`config.mk`:
```
export PLATFORM = sky130hd
export DESIGN_NAME = fp_add_scheduler
export DESIGN_NICKNAME = d
export VERILOG_FILES = /design/src/rtl/fp_sched_pkg.sv /design/src/rtl/fp_add_scheduler_rr_arbiter.sv /design/src/rtl/fp_add_scheduler.sv
export SDC_FILE = /design/constraint.sdc
export NUM_CORES = 1
export LEC_CHECK = 0
export CAP_MARGIN = 20
export CORE_AREA = 2 2 163 165
export DETAILED_ROUTE_END_ITERATION = 16
export DIE_AREA = 0 0 165 167
export SLEW_MARGIN = 20
export SYNTH_ARGS = -nofsm -noshare
export SYNTH_HDL_FRONTEND = slang
export SYNTH_SLANG_ARGS = --single-unit
export TNS_END_PERCENT = 50
```
`constraint.sdc`:
```
create_clock -name clk -period 5.4 [get_ports clk]
set_input_delay 1.08 -clock clk [delete_from_list [all_inputs] [get_ports clk]]
set_output_delay 1.08 -clock clk [all_outputs]
set_load 0.005 [all_outputs]
```
`src/rtl/fp_sched_pkg.sv`:
```
// Shared types and helpers for the FP adder scheduler: rounding modes,
// the issue-stage request record and the legal-mode check.
package fp_sched_pkg;

    localparam int FP_W     = 32;
    localparam int RM_W     = 3;
    localparam int MAX_ID_W = 3;

    typedef enum logic [RM_W-1:0] {
        RNE = 3'b000,
        RTZ = 3'b001,
        RDN = 3'b010,
        RUP = 3'b011,
        RMM = 3'b100
    } rmode_t;

    // id is sized for the largest supported requester count; the top uses the low ID_W bits.
    typedef struct packed {
        logic [FP_W-1:0]     a;
        logic [FP_W-1:0]     b;
        rmode_t              rmode;
        logic [MAX_ID_W-1:0] id;
        logic                bad_mode;
    } fp_req_t;

    function automatic logic is_legal_rmode(input logic [RM_W-1:0] m);
        return (m <= 3'b100);
    endfunction

    function automatic rmode_t sanitize_rmode(input logic [RM_W-1:0] m);
        return is_legal_rmode(m) ? rmode_t'(m) : RNE;
    endfunction

endpackage

```
`src/rtl/fp_add_scheduler_rr_arbiter.sv`:
```
// Round-robin arbiter: grants the first requester at or after ptr (wrapping)
// and proposes the pointer one past the winner when the grant is taken.
module rr_arbiter #(
    parameter int N  = 4,
    parameter int PW = (N > 1) ? $clog2(N) : 1
) (
    input  logic [N-1:0]  req,
    input  logic [PW-1:0] ptr,
    input  logic          advance,
    output logic [N-1:0]  grant,
    output logic [PW-1:0] next_ptr
);

    logic          w_found;
    logic [PW-1:0] w_gidx;

    // Modulo-N add that stays exact for non-power-of-two N.
    function automatic logic [PW-1:0] wrap_add(input logic [PW-1:0] base, input int unsigned off);
        logic [PW:0] s;
        s = {1'b0, base} + (PW+1)'(off);
        if (s >= (PW+1)'(N)) begin
            s = s - (PW+1)'(N);
        end
        return s[PW-1:0];
    endfunction

    always_comb begin
        grant   = '0;
        w_found = 1'b0;
        w_gidx  = '0;
        for (int k = 0; k < N; k++) begin
            logic [PW-1:0] idx;
            idx = wrap_add(ptr, k);
            if (!w_found && req[idx]) begin
                grant[idx] = 1'b1;
                w_found    = 1'b1;
                w_gidx     = idx;
            end
        end
    end

    assign next_ptr = (advance && w_found) ? wrap_add(w_gidx, 1) : ptr;

endmodule

```
`src/rtl/fp_add_scheduler.sv`:
```
// Shares one combinational FP adder between NUM_REQ requesters through an
// issue register (drives the adder) and a response register (captures its result).
module fp_add_scheduler
    import fp_sched_pkg::*;
#(
    parameter int NUM_REQ = 4,
    parameter int ID_W    = $clog2(NUM_REQ)
) (
    input  logic                    clk,
    input  logic                    rst,
    input  logic [NUM_REQ-1:0]      req_valid,
    output logic [NUM_REQ-1:0]      req_ready,
    input  logic [NUM_REQ*FP_W-1:0] req_a,
    input  logic [NUM_REQ*FP_W-1:0] req_b,
    input  logic [NUM_REQ*RM_W-1:0] req_rmode,
    output logic [FP_W-1:0]         add_a,
    output logic [FP_W-1:0]         add_b,
    output logic [RM_W-1:0]         add_rmode,
    input  logic [FP_W-1:0]         add_result,
    input  logic                    add_overflow,
    input  logic                    add_underflow,
    output logic                    rsp_valid,
    input  logic                    rsp_ready,
    output logic [ID_W-1:0]         rsp_id,
    output logic [FP_W-1:0]         rsp_result,
    output logic                    rsp_overflow,
    output logic                    rsp_underflow,
    output logic                    rsp_bad_mode,
    output logic                    busy
);

    // Valid/ready: a beat moves when valid && ready; the sender holds valid and
    // payload stable until it moves. req_ready sees rsp_ready only via the stall chain.

    logic                r_s1_vld;
    fp_req_t             r_s1;
    logic                r_s2_vld;
    logic [ID_W-1:0]     r_s2_id;
    logic                r_s2_bad;
    logic [FP_W-1:0]     r_s2_result;
    logic                r_s2_ovf;
    logic                r_s2_unf;
    logic [ID_W-1:0]     r_rr_ptr;

    logic                w_s2_adv;
    logic                w_s1_adv;
    logic                w_s1_free;
    logic [NUM_REQ-1:0]  w_grant;
    logic [ID_W-1:0]     w_next_ptr;
    logic                w_hs;
    logic [FP_W-1:0]     w_sel_a;
    logic [FP_W-1:0]     w_sel_b;
    logic [RM_W-1:0]     w_sel_rm;
    logic [ID_W-1:0]     w_sel_id;
    fp_req_t             w_new;
    logic                w_unused_id_hi;

    assign w_s2_adv  = !r_s2_vld || rsp_ready;
    assign w_s1_adv  = r_s1_vld && w_s2_adv;
    assign w_s1_free = !r_s1_vld || w_s2_adv;

    rr_arbiter #(
        .N  (NUM_REQ),
        .PW (ID_W)
    ) u_arb (
        .req      (req_valid),
        .ptr      (r_rr_ptr),
        .advance  (w_hs),
        .grant    (w_grant),
        .next_ptr (w_next_ptr)
    );

    assign req_ready = w_grant & {NUM_REQ{w_s1_free}};
    assign w_hs      = |req_ready;

    always_comb begin
        w_sel_a  = '0;
        w_sel_b  = '0;
        w_sel_rm = '0;
        w_sel_id = '0;
        for (int i = 0; i < NUM_REQ; i++) begin
            if (w_grant[i]) begin
                w_sel_a  = req_a[i*FP_W +: FP_W];
                w_sel_b  = req_b[i*FP_W +: FP_W];
                w_sel_rm = req_rmode[i*RM_W +: RM_W];
                w_sel_id = ID_W'(i);
            end
        end
    end

    // Reserved modes are flagged and replaced by RNE so the adder only sees legal encodings.
    always_comb begin
        w_new          = '0;
        w_new.a        = w_sel_a;
        w_new.b        = w_sel_b;
        w_new.bad_mode = !is_legal_rmode(w_sel_rm);
        w_new.rmode    = sanitize_rmode(w_sel_rm);
        w_new.id       = MAX_ID_W'(w_sel_id);
    end

    always_ff @(posedge clk) begin
        if (rst) begin
            r_rr_ptr <= '0;
        end else begin
            r_rr_ptr <= w_next_ptr;
        end
    end

    always_ff @(posedge clk) begin
        if (rst) begin
            r_s1_vld <= 1'b0;
            r_s1     <= '0;
        end else if (w_hs) begin
            r_s1_vld <= 1'b1;
            r_s1     <= w_new;
        end else if (w_s1_adv) begin
            r_s1_vld <= 1'b0;
        end
    end

    always_ff @(posedge clk) begin
        if (rst) begin
            r_s2_vld    <= 1'b0;
            r_s2_id     <= '0;
            r_s2_bad    <= 1'b0;
            r_s2_result <= '0;
            r_s2_ovf    <= 1'b0;
            r_s2_unf    <= 1'b0;
        end else if (w_s2_adv) begin
            r_s2_vld    <= r_s1_vld;
            r_s2_id     <= r_s1.id[ID_W-1:0];
            r_s2_bad    <= r_s1.bad_mode;
            r_s2_result <= add_result;
            r_s2_ovf    <= add_overflow;
            r_s2_unf    <= add_underflow;
        end
    end

    assign w_unused_id_hi = ^r_s1.id;

    assign add_a         = r_s1.a;
    assign add_b         = r_s1.b;
    assign add_rmode     = r_s1.rmode;

    assign rsp_valid     = r_s2_vld;
    assign rsp_id        = r_s2_id;
    assign rsp_result    = r_s2_result;
    assign rsp_overflow  = r_s2_ovf;
    assign rsp_underflow = r_s2_unf;
    assign rsp_bad_mode  = r_s2_bad;
    assign busy          = r_s1_vld || r_s2_vld;

endmodule

```
# Word level (Yosys, flattened, before mapping)
# Index checks and enable logic that the tools add are counted.
# totals
input_bits,309
register_bits,111
elab_cells,111
# classes
n_reduce_logical,20
add_sub_neg,9
bitwise,4
mux,51
magnitude_cmp,14
# op_table
operator,n
$mux W32,8
$mux W2,11
$mux W4,4
$mux W1,15
$mux W3,5
$ge A3 B3 Y1 const B,4
$lt A2 B3 Y1 const B,4
$or A4 B4 Y4,3
$sub A2 B1 Y2 const B,5
$logic_and A1 B1 Y1,9
$bmux W1 S2,4
$demux W1 S2,4
$ge A2 B1 Y1 const B,4
$add A2 B1 Y3 const B,2
$add A2 B2 Y3 const B,2
$logic_not A1 Y1,6
$and A4 B4 Y4,1
$reduce_or A4 Y1,1
$ge A2 B3 Y1 const B,1
$le A3 B3 Y1 const B,1
$logic_or A1 B1 Y1,3
$reduce_bool A2 Y1,1

# Longest topological paths before layout
# logic_depth
depth_word,20
depth_mapped,15
mapped_depth_nobuf,10

# Cells and area by module
# A second synthesis with hierarchy kept.
# unflattened
cells_unflattened,797
hier_area_um2,7300.8
# modules_own_cells
module,area_per_inst_um2,cells_per_inst,n_inst
fp_add_scheduler,6791.5,732,1
rr_arbiter,509.2,65,1

# Worst setup path before layout
# Ideal clock, no wire load.
# synth_timing
path_kind,reg2out
startpoint,register r_rr_ptr[0]
endpoint,output port req_ready[3]
arrival_ns,3.087
path_stages_with_launch,12
path_buffers,4
setup_slack_ns,1.233
cell_sequence,dfxtp_1 buf_2 inv_1 ha_1 clkbuf_1 mux4_2 or2_2 nor2_2 a22oi_1 clkbuf_1 clkbuf_1 a21oi_1
# synth_via
elab_chain_len,15
# synth_rtl
element,line,source
"start, declared",fp_add_scheduler.sv:43,logic [ID_W-1:0] r_rr_ptr;
"start signal, assigned",fp_add_scheduler.sv:105,r_rr_ptr <= w_next_ptr;
branches (longest 13 deep; another with $add A2 B1 Y3),-,
$mux W4 (*),fp_add_scheduler_rr_arbiter.sv:34,if (!w_found && req[idx]) begin
$and A4 B4 Y4 (*),fp_add_scheduler.sv:73,assign req_ready = w_grant & {NUM_REQ{w_s1_free}};
"end, declared",fp_add_scheduler.sv:12,"output logic [NUM_REQ-1:0] req_ready,"
# Every way passes the cells marked *. The select of a mux whose other input is x is not followed.

# Worst setup path after layout
# layout_timing
startpoint,input port req_valid[1]
endpoint,output port req_ready[1]
# layout_via
elab_chain_len,13
# layout_rtl
element,line,source
"start, declared",fp_add_scheduler.sv:11,"input logic [NUM_REQ-1:0] req_valid,"
$bmux W1 S2,fp_add_scheduler_rr_arbiter.sv:34,
$mux W1 (not written as such),fp_add_scheduler_rr_arbiter.sv:34,
$mux W1,fp_add_scheduler_rr_arbiter.sv:34,
$logic_not A1 Y1,fp_add_scheduler_rr_arbiter.sv:34,
$logic_and A1 B1 Y1,fp_add_scheduler_rr_arbiter.sv:34,
$mux W1,fp_add_scheduler_rr_arbiter.sv:34,
$logic_not A1 Y1,fp_add_scheduler_rr_arbiter.sv:34,
$logic_and A1 B1 Y1,fp_add_scheduler_rr_arbiter.sv:34,
$mux W1,fp_add_scheduler_rr_arbiter.sv:34,
$logic_not A1 Y1,fp_add_scheduler_rr_arbiter.sv:34,
$logic_and A1 B1 Y1,fp_add_scheduler_rr_arbiter.sv:34,
$mux W4 (*),fp_add_scheduler_rr_arbiter.sv:34,
$and A4 B4 Y4 (*),fp_add_scheduler.sv:73,
# Mark *: on every way between the ends. The rest lies on a longest branch, timed or not. The select of a mux whose other input is x is not followed.

==> metrics.log <==
[metrics] run status: completed
[metrics] Period Utilization, post-route: between 90% and 100%
[metrics] count of state elements after synthesis: 111
[metrics] latest clock arrival within the worst-skew pair: 0.35 ns
[metrics] Post-synth ARST share: 0%
[metrics] htree depth: 3
[metrics] largest area contributor in the netlist: dfxtp_1
[metrics] total gr overflow: 0
[metrics] fraction of layout instances using a drive strength above 1: 4.348%
[metrics] Chip Height: between 150 and 200 um
[metrics] number of synthesized flops with an enable pin: 0
[metrics] post-synthesis cell count: 942
[metrics] ratio of total power to cell area: 528.1 nW/um^2
[metrics] clock sink total: roughly 110
[metrics] Placer Congestion: 0.9086
[metrics] Iteration-0 DRC Markers: 358
[metrics] post-route ant nets: 0
[metrics] Max rail drop VDD: 0.3880 mV
[metrics] cell area reported after detailed placement: 10620 um^2
[metrics] cell chosen for the clock root: clkbuf_16
[metrics] post-layout util: between 40% and 50%
[metrics] largest net degree at the start of global routing: 135
[metrics] required time of the worst setup path: 4.32 ns
[metrics] Design Area, Final: 10920 um^2
[metrics] multi-input combinational cell area: 3621 um^2
[metrics] class of the most critical setup path: input port to output pin
[metrics] Worst Min Path Start: rsp_result[7]
[metrics] number of antenna violations at the first check in global routing: 1
[metrics] hold endpoint: rsp_result[7]
[metrics] Reg-to-Reg End: add_rmode[2]
[metrics] Post-Route Setup TNS: 0 ns
[metrics] startpoint types: input port
[metrics] cell row count: 59
[metrics] Max Root-Sink Buffers: 2
[metrics] Seq/Total Area, Yosys: 32.95%
[metrics] crit path from: req_valid[1]
[metrics] endpoints failing hold: 0
[metrics] hold-critical path depth: 2
[metrics] FF/Latch Area: 2222 um^2
[metrics] worst reg2reg startpoint: r_rr_ptr[1]
[metrics] wire length per cell after detailed routing: 17.96 um
[metrics] max-slew violation total from the final report: 0
[metrics] total length of routed wires: 28340 um
[metrics] total of fill cells in the finished design: around 2700
[metrics] largest cells by area after synthesis: dfxtp_1, nand2_1, buf_4
[metrics] clock-pin transition on the worst setup and hold timing paths: 0.09 ns
[metrics] Post-Synthesis Net Count: ~1300
[metrics] GR Util All Layers: 19.44%
[metrics] wire length of the first global-routing pass: 41490 um
[metrics] number of warnings issued by yosys: 0
[metrics] area growth from synthesis to final layout: 61.93%
[metrics] worst-case reg-to-reg path depth: 12
[metrics] number of buffers inserted for hold repair after clock tree synthesis: 0
[metrics] vias after detailed routing: approximately 7700
[metrics] floorplan die width: 165 um
[metrics] WHS: 0.4531 ns
[metrics] setup slack of the most critical reg-to-reg path: 1.22 ns
[metrics] synthesized cell area: around 6700 um^2
[metrics] First-pass DRT Iterations: 5
[metrics] worst-path maximum fanout: 11
[metrics] Initial Util: 26.18%
[metrics] clock tree from TritonCTS: done
[metrics] most common library cell in the layout ignoring fill and taps: clkdlybuf4s50_1
[metrics] Post-route DRC: 0
[metrics] worst clock skew: 0.01018 ns
[metrics] Final setup violation count: 0
[metrics] HPWL reported at the end of detailed placement: 20970 um
[metrics] leading cell types in the layout, fill and taps excluded: clkdlybuf4s50_1, nand2_1, nor2_1
[metrics] number of cells upsized or downsized after cts: 0
[metrics] post-CTS setup repair buffer count: 0
[metrics] core region area: 25760 um^2
[metrics] final total power: 5.767 mW
[metrics] share of Yosys cell area claimed by the top area cell type: 32.95%
[metrics] transition time of the tightest slew-check pin: 0.6903 ns
[metrics] # Max-Cap Violations: 0
[metrics] highest clock rate: between 0.2 and 0.25 GHz
[metrics] CP arrival: 3.89 ns
[metrics] reported leakage power: 4.030 nW
[metrics] average cell area after synthesis: 7.159 um^2
[metrics] setup repair after global routing missed its margin: false
[metrics] Die Footprint: 27560 um^2
[metrics] worst max-slew margin expressed relative to the limit: a little over half
[metrics] number of buffers added by the clock tree synthesis step: 9
[metrics] via count of the first global-routing pass: 7188
[metrics] buffers added on ports: 418
[metrics] post-layout net count: 1553
[metrics] vias per inst: 4.872
[metrics] Hold/Removal Path Class: flip-flop to flip-flop
[metrics] number of distinct library cell variants in the gate-level netlist after synthesis: 49
[metrics] Crit. End Element: output pin
[metrics] post-layout minimum cycle time: 4.971 ns
[metrics] Ports: approximately 420
[metrics] Primary FF master, synth: dfxtp_1
worst max path at each step:
stage | to | cells after the start
after floorplan | req_ready[3] | 11
after global placement | req_ready[1] | 7
after detailed placement | req_ready[1] | 7
after CTS | req_ready[1] | 7
after global routing | req_ready[1] | 7
final | req_ready[1] | 7
stage by stage:
step / cells / setup slack [ns]
global route: 1578 / 0.2732
CTS: 1577 / 0.4531
detailed placement: 1561 / 0.4495
floorplan: 942 / 1.233
finish: 1578 / 0.4286
global placement: 1561 / 0.5229
where the power goes:
group          total, mW  switching [mW]  leakage, nW  internal [mW]
clock network      0.685           0.355        0.147          0.330
logic               3.86            2.18         2.96           1.68
registers           1.22           0.138        0.923           1.09
total               5.77            2.67         4.03           3.09
routing by layer:
metal / up-vias / track usage [%] / share of wire [%]
met5: - / 0 / 0
met4: 0 / 6.994 / 2.7
met3: 37 / 3.836 / 7.2
met2: 284 / 34.00 / 49
met1: 3542 / 23.40 / 41
li1: 3825 / - / -
synthesized netlist by cell type, types with 4 or more instances:
library cell,count
a211oi_1,67
a21oi_1,48
a31oi_1,65
buf_2,26
buf_4,68
buf_6,8
clkbuf_1,46
dfxtp_1,111
ha_1,7
mux2i_1,5
mux4_2,4
nand2_1,151
nand2b_1,10
nand3_1,65
nand3b_1,5
nor2_1,136
nor3_1,66
o22ai_1,4
registers in the layout, indices dropped and copies added, names as in the netlist, 2 cells and up:
name	cells
add_a	32
add_b	32
add_rmode	3
r_rr_ptr	2
r_s1	3
rsp_id	2
rsp_result	32
layout make-up:
| class | count | share of cell area (%) |
|---|---|---|
| antenna | 1 | 0.02291 |
| inverter | 2 | 0.06874 |
| tap | 335 | 3.838 |
| multi-input combinational | 678 | 33.16 |
| sequential | 111 | 20.35 |
| timing repair buffer | 435 | 39.80 |
| clock inverter | 7 | 0.6989 |
| clock buffer | 9 | 2.062 |
critical path, stage by stage:
cell,delay [ns]
clkdlybuf4s50_1,0.56
mux4_2,0.63
or2_2,0.36
nor2_2,0.32
a22oi_1,0.18
a21oi_1,0.19
clkdlybuf4s50_1,0.56
cells by family after synthesis:
logic type               Yosys count  synth area share [%]
adder cells (fa/ha/maj)            7                 1.299
AND/OR/NAND/NOR                  448                 28.72
flip-flops                       111                 32.95
multiplexers                      12                 2.579
AO/OA/AOI/OAI                    210                 20.65
buffers and inverters            153                 13.67
XOR/XNOR                           1                0.1299
Note: power is estimated with default switching activity, not from simulation.
